`src/rtl/paddle_input_ctrl.sv`:
```
// Paddle input stage: synchronises and debounces the buttons, then steps the paddle once per tick.
// Define PADDLE_ACCEL_EN to enable hold-to-accelerate (step 1 -> 2 -> 4); otherwise step is 1.
module paddle_input_ctrl #(
  parameter int unsigned POS_W       = 9,
  parameter int unsigned POS_MAX     = 511,
  parameter int unsigned POS_INIT    = 256,
  parameter int unsigned DEB_CYCLES  = 250000,
  parameter int unsigned TICK_CYCLES = 50000,
  parameter int unsigned ACCEL_HOLD  = 200
) (
  input  logic             clk,
  input  logic             reset,
  input  logic             left_raw,
  input  logic             right_raw,
  output logic [POS_W-1:0] paddle_pos,
  output logic             pos_update,
  output logic             left_db,
  output logic             right_db
);

  localparam int unsigned DebW  = $clog2(DEB_CYCLES + 1);
  localparam int unsigned TickW = $clog2(TICK_CYCLES + 1);

  localparam logic [DebW-1:0]  DebLast   = DebW'(DEB_CYCLES - 1);
  localparam logic [TickW-1:0] TickLast  = TickW'(TICK_CYCLES - 1);
  localparam logic [POS_W:0]   PosMaxExt = (POS_W + 1)'(POS_MAX);

  if (POS_MAX >= (1 << POS_W) || DEB_CYCLES == 0 || TICK_CYCLES == 0 || ACCEL_HOLD == 0)
  begin : gBadParams
    $error("paddle_input_ctrl: invalid parameter set");
  end

  typedef enum logic [1:0] {
    StIdle,
    StMoveR,
    StMoveL
  } state_e;

  // Index 0 is the left button, index 1 the right button.
  logic [1:0]      syncMeta;
  logic [1:0]      syncLvl;
  logic [1:0]      dbLvl;
  logic [DebW-1:0] debCnt [2];

  logic [TickW-1:0] tickCnt;
  logic             tick;

  state_e           stateQ;
  state_e           stateNext;
  logic [2:0]       step;
  logic [POS_W:0]   posExt;
  logic [POS_W:0]   stepExt;
  logic [POS_W:0]   sumR;
  logic [POS_W:0]   diffL;
  logic [POS_W-1:0] newR;
  logic [POS_W-1:0] newL;
  logic [POS_W-1:0] posNew;

  always_ff @(posedge clk or posedge reset) begin
    if (reset) begin
      syncMeta <= 2'b00;
      syncLvl  <= 2'b00;
    end else begin
      syncMeta <= {right_raw, left_raw};
      syncLvl  <= syncMeta;
    end
  end

  // The counter only runs while the synchronised level disagrees with the debounced one.
  always_ff @(posedge clk or posedge reset) begin
    if (reset) begin
      dbLvl <= 2'b00;
      for (int i = 0; i < 2; i++) begin
        debCnt[i] <= '0;
      end
    end else begin
      for (int i = 0; i < 2; i++) begin
        if (syncLvl[i] == dbLvl[i]) begin
          debCnt[i] <= '0;
        end else if (debCnt[i] == DebLast) begin
          dbLvl[i]  <= syncLvl[i];
          debCnt[i] <= '0;
        end else begin
          debCnt[i] <= debCnt[i] + 1'b1;
        end
      end
    end
  end

  assign left_db  = dbLvl[0];
  assign right_db = dbLvl[1];

  assign tick = (tickCnt == TickLast);

  always_ff @(posedge clk or posedge reset) begin
    if (reset) begin
      tickCnt <= '0;
    end else if (tick) begin
      tickCnt <= '0;
    end else begin
      tickCnt <= tickCnt + 1'b1;
    end
  end

  // Right always wins when held, whatever the current state.
  always_comb begin
    stateNext = stateQ;
    unique case (stateQ)
      StIdle: begin
        if (dbLvl[1]) begin
          stateNext = StMoveR;
        end else if (dbLvl[0]) begin
          stateNext = StMoveL;
        end
      end
      StMoveR: begin
        if (!dbLvl[1]) begin
          stateNext = dbLvl[0] ? StMoveL : StIdle;
        end
      end
      StMoveL: begin
        if (dbLvl[1]) begin
          stateNext = StMoveR;
        end else if (!dbLvl[0]) begin
          stateNext = StIdle;
        end
      end
      default: stateNext = StIdle;
    endcase
  end

`ifdef PADDLE_ACCEL_EN
  localparam int unsigned     HoldW   = $clog2(2 * ACCEL_HOLD + 1);
  localparam logic [HoldW-1:0] HoldOne = HoldW'(ACCEL_HOLD);
  localparam logic [HoldW-1:0] HoldTwo = HoldW'(2 * ACCEL_HOLD);

  logic [HoldW-1:0] holdQ;
  logic [HoldW-1:0] holdNext;

  // Counts ticks spent in the same MOVE state; saturates once the step has reached 4.
  always_comb begin
    holdNext = '0;
    if (stateNext != StIdle && stateNext == stateQ) begin
      holdNext = (holdQ == HoldTwo) ? holdQ : holdQ + 1'b1;
    end
    if (holdNext < HoldOne) begin
      step = 3'd1;
    end else if (holdNext < HoldTwo) begin
      step = 3'd2;
    end else begin
      step = 3'd4;
    end
  end

  always_ff @(posedge clk or posedge reset) begin
    if (reset) begin
      holdQ <= '0;
    end else if (tick) begin
      holdQ <= holdNext;
    end
  end
`else
  assign step = 3'd1;
`endif

  // Extra top bit catches overflow on the right and borrow on the left.
  always_comb begin
    posExt  = {1'b0, paddle_pos};
    stepExt = (POS_W + 1)'(step);
    sumR    = posExt + stepExt;
    diffL   = posExt - stepExt;
    newR    = (sumR > PosMaxExt) ? PosMaxExt[POS_W-1:0] : sumR[POS_W-1:0];
    newL    = diffL[POS_W] ? '0 : diffL[POS_W-1:0];
    unique case (stateNext)
      StMoveR: posNew = newR;
      StMoveL: posNew = newL;
      default: posNew = paddle_pos;
    endcase
  end

  always_ff @(posedge clk or posedge reset) begin
    if (reset) begin
      stateQ     <= StIdle;
      paddle_pos <= POS_W'(POS_INIT);
      pos_update <= 1'b0;
    end else begin
      pos_update <= 1'b0;
      if (tick) begin
        stateQ     <= stateNext;
        paddle_pos <= posNew;
        pos_update <= (posNew != paddle_pos);
      end
    end
  end

endmodule

```
`config.mk`:
```
export PLATFORM = sky130hd
export DESIGN_NAME = paddle_input_ctrl
export DESIGN_NICKNAME = d
export VERILOG_FILES = /design/src/rtl/paddle_input_ctrl.sv
export SDC_FILE = /design/constraint.sdc
export NUM_CORES = 1
export LEC_CHECK = 0
export ABC_AREA = 1
export CAP_MARGIN = 0
export CELL_PAD_IN_SITES_DETAIL_PLACEMENT = 0
export CELL_PAD_IN_SITES_GLOBAL_PLACEMENT = 1
export CORE_MARGIN = 2
export CORE_UTILIZATION = 41
export CTS_CLUSTER_DIAMETER = 150
export DETAILED_ROUTE_END_ITERATION = 7
export PLACE_DENSITY = 0.78
export SETUP_SLACK_MARGIN = 0.15
export SYNTH_ARGS = -nofsm -noshare
export SYNTH_HDL_FRONTEND = slang
export SYNTH_SLANG_ARGS = --single-unit
```
`constraint.sdc`:
```
create_clock -name clk -period 2.14 [get_ports clk]
set_input_delay 0.214 -clock clk [delete_from_list [all_inputs] [get_ports clk]]
set_output_delay 0.214 -clock clk [all_outputs]
set_load 0.02 [all_outputs]
```
==> impl_metrics.csv <==
group,metric,value,unit
critical_path,path_cells,"nand2_1 > inv_2 > nor2_4 > inv_2 > ha_4 > clkinv_4 > o21ai_2 > a21oi_2 > nand2_1 > buf_4 > nand2_1 > nand2_1 > nand2_1 > nor2_2 > nand2_1 > nor2_2 > nor2_1",
pwr,power.total,2.492,mW
critical_path,critPathKind,"flip-flop to flip-flop",
critical_path,cpPeakStageDelay,0.38,ns
yosys,synth_cells,557,
sta,finalSetupViolations,0,
sta,worst_pin_slew,0.3682,ns
cells_and_area,fin_nets,619,
detailed_routing,avgRoutedWirePerCell,12.74,um
detailed_routing,vias,3703,
die,placementRows,36,
cts,htreeDepth,3,
pwr,p_sw,0.5587,mW
global_routing,overflow,0,
placement,place_congestion,0.9126,
placement,portBuffers,15,
yosys,yosys_register_bits,70,
status,outcome,"finished, final reports clean",
yosys,syn_area,4084,sq um
global_routing,antenna_found_initial,0,
critical_path,cp_max_fo,5,
critical_path,ff2ff_path_depth,17,
sta,fin_skew,0.01546,ns
sta,period_share,91.80,%
critical_path,crit_path_frequent_cell,"nand2_1",
placement,preCtsSetupSlack,0.04653,ns
cts,cts_made_buffers,9,
cells_and_area,drive_above_1_share,18.76,%
sta,slew_violations,0,
sta,period_needed,1.964,ns
cts,clock_sink_count,70,
critical_path,r2r_setup_slack,0.18,ns
worst_hold_path,hold_class,"input pin to asynchronous set/reset pin",
cells_and_area,layout_commonest_cell,"nand2_1",
cells_and_area,n_antenna_cell,0,
global_routing,track_usage,18.16,%
sta,finalHoldViolCount,0,
pwr,ir_drop,292.8,uV
critical_path,r2r_end,"pos_update",
critical_path,startpoint_type,"flip-flop",
detailed_routing,first_pass_iters,5,
cells_and_area,final_cell_mix,"nand2_1 (119), nor2_1 (81), inv_1 (74), dfrtp_1 (64), nand3_1 (33)",
die,die_height,103.8,um
pwr,power_leakage,2.374,nW
cts,insertion_delay,0.34,ns
sta,worst_slack,0.1756,ns
detailed_routing,drt-initial-drc-count,185,
cts,cts-hold-fix-buffers,0,
cts,clk_pin_slew,0.07,ns
critical_path,arrival,2.19,ns
critical_path,endpoint_kind,"flip-flop",
sta,finalSetupTns,0,ns
die,start_util,41.98,%
detailed_routing,wirelength,9.501,mm
cells_and_area,areaGrowthSynthToFinish,23.35,%
die,core_area,9729,sq um
cts,clock_path_buffers,2,
yosys,yosysUniqueCellTypes,38,
critical_path,crit_slowest_cell,"dfrtp_1",
die,die_area,10780,sq um
yosys,synth_seq_area_share,42.92,%
critical_path,timing.rr.start,"stateQ[1]",
global_routing,grt_pass1_vias,3528,
pwr,switching_share,22.42,%
pwr,pwr_density_cell,494.6,nW/um^2
detailed_routing,vias_per_cell,4.964,
sta,fmax,0.5091,GHz
pwr,pwr-share-clk,42.8,%
yosys,syn-num-nets,568,
pwr,pwr-share-comb,3.2,%
cts,root_buffer,"clkbuf_8",
global_routing,grt_max_degree,58,
pwr,p_int,1.933,mW
yosys,ys.warnings.count,0,
job,max-cap-violations,0,
placement,dp_hpwl,6.872,mm
detailed_routing,drc_errors,0,
critical_path,cp.required,2.37,ns
die,die-width,103.8,um
detailed_routing,ant_nets,0,
die,ios,16,
pwr,seqPwrFrac,54.0,%
global_routing,grt_pass1_wl,16.35,mm
sta,slew_headroom,75.25,%
yosys,synth_area_per_cell,7.332,sq um
sta,rsz0062_at_grt,"true",
cts,cts_tree,"yes",
-- kinds of logic (layout without fill, tap and decap cells) --
group | Yosys count | in the layout | share of synthesized area, %
AND/OR/NAND/NOR | 315 | 315 | 34.59
buffers and inverters | 90 | 146 | 8.609
flip-flops | 70 | 70 | 42.92
AO/OA/AOI/OAI | 53 | 53 | 6.955
XOR/XNOR | 21 | 21 | 4.504
adder cells (fa/ha/maj) | 7 | 7 | 2.145
multiplexers | 1 | 1 | 0.2757
-- worst max-delay path, delay by kind of cell (launching register included) --
family / cells / cell delay [ns]
buf+inv: 4 / 0.32
compound gates: 2 / 0.11
fa+ha+maj: 1 / 0.28
flops: 1 / 0.38
simple gates: 10 / 0.77
-- Yosys cell counts, drive strengths merged --
| cell type | number | share of area (%) |
|---|---|---|
| mux2 | 1 | 0.28 |
| nor2 | 103 | 10 |
| nand2 | 127 | 12 |
| o221ai | 1 | 0.21 |
| xor2 | 17 | 3.6 |
| o22ai | 4 | 0.61 |
| o211ai | 1 | 0.18 |
| nor3 | 18 | 2.5 |
| a22oi | 1 | 0.18 |
| a211oi | 1 | 0.18 |
| a21oi | 19 | 2.3 |
| xnor2 | 4 | 0.86 |
| inv | 82 | 7.5 |
| a31oi | 2 | 0.31 |
| dfrtp | 69 | 42 |
| nand4 | 14 | 2.3 |
| ha | 7 | 2.1 |
| o21ai | 24 | 2.9 |
| nand3b | 2 | 0.67 |
| clkbuf | 2 | 0.21 |
| clkinv | 1 | 0.092 |
| buf | 5 | 0.77 |
| nor4 | 5 | 0.77 |
| nor3b | 5 | 1.0 |
| dfstp | 1 | 0.64 |
| nand3 | 41 | 5.4 |
-- layout make-up --
class                      instances  area, sq um
clock buffer                      11        141.4
tap                              133        166.4
timing repair buffer              47        410.4
fill                             976         4692
clock inverter                     5        58.81
multi-input combinational        397         2176
sequential                        70         1759
inverter                          83        325.3
-- state kept, by name, summed over array words and instances, names as in the netlist --
name,cells
syncLvl,2
debCnt,36
paddle_pos,9
syncMeta,2
dbLvl,2
tickCnt,16
stateQ,2
pos_update,1
-- routing by layer --
layer | GRT usage, % | up-vias | wire (um)
met4 | 4.633 | 0 | 117
met3 | 3.713 | 12 | 491
met2 | 29.32 | 93 | 4469
met1 | 25.02 | 1720 | 4423
met5 | 0 | - | 0
li1 | - | 1878 | -
-- stage by stage --
step                      hold WS, ns  instances  util, %  cell area [sq um]
final                          0.2062        746    51.77               5037
after global routing           0.2283        746    51.77               5037
after CTS                      0.1956        735    49.13               4780
after detailed placement       0.3557        712    46.09               4484
after global placement         0.3626        712    46.09               4484
after floorplan                0.2454        557        -               4090
-- how the worst max path moves through the flow --
stage / from / endpoint / slack, ns / cells after the start
after global placement: stateQ[0] / pos_update / 0.14 / 17
after detailed placement: dbLvl[0] / pos_update / 0.05 / 16
after CTS: stateQ[1] / pos_update / 0.15 / 17
after floorplan: dbLvl[1] / pos_update / 0.06 / 17
after global routing: stateQ[1] / pos_update / -0.02 / 17
final: stateQ[1] / pos_update / 0.18 / 17
-- what timing repair did --
item	4_1_cts	5_1_grt
setup endpoints to repair	1	18
cloned	0	0
setup buffers	7	11
gates resized for setup	11	51
pin swaps	3	26
endpoints found under the hold margin	0	0
-- power groups by stage --
stage                     Combinational (mW)  Clock [mW]  Sequential, mW
after floorplan                       0.0466           0            1.37
after global placement                0.0727           0            1.37
after detailed placement              0.0743           0            1.37
after CTS                             0.0747        1.11            1.34
after global routing                  0.0947        1.17            1.35
final                                 0.0795        1.07            1.34
Power figures use the tool's default switching activity.
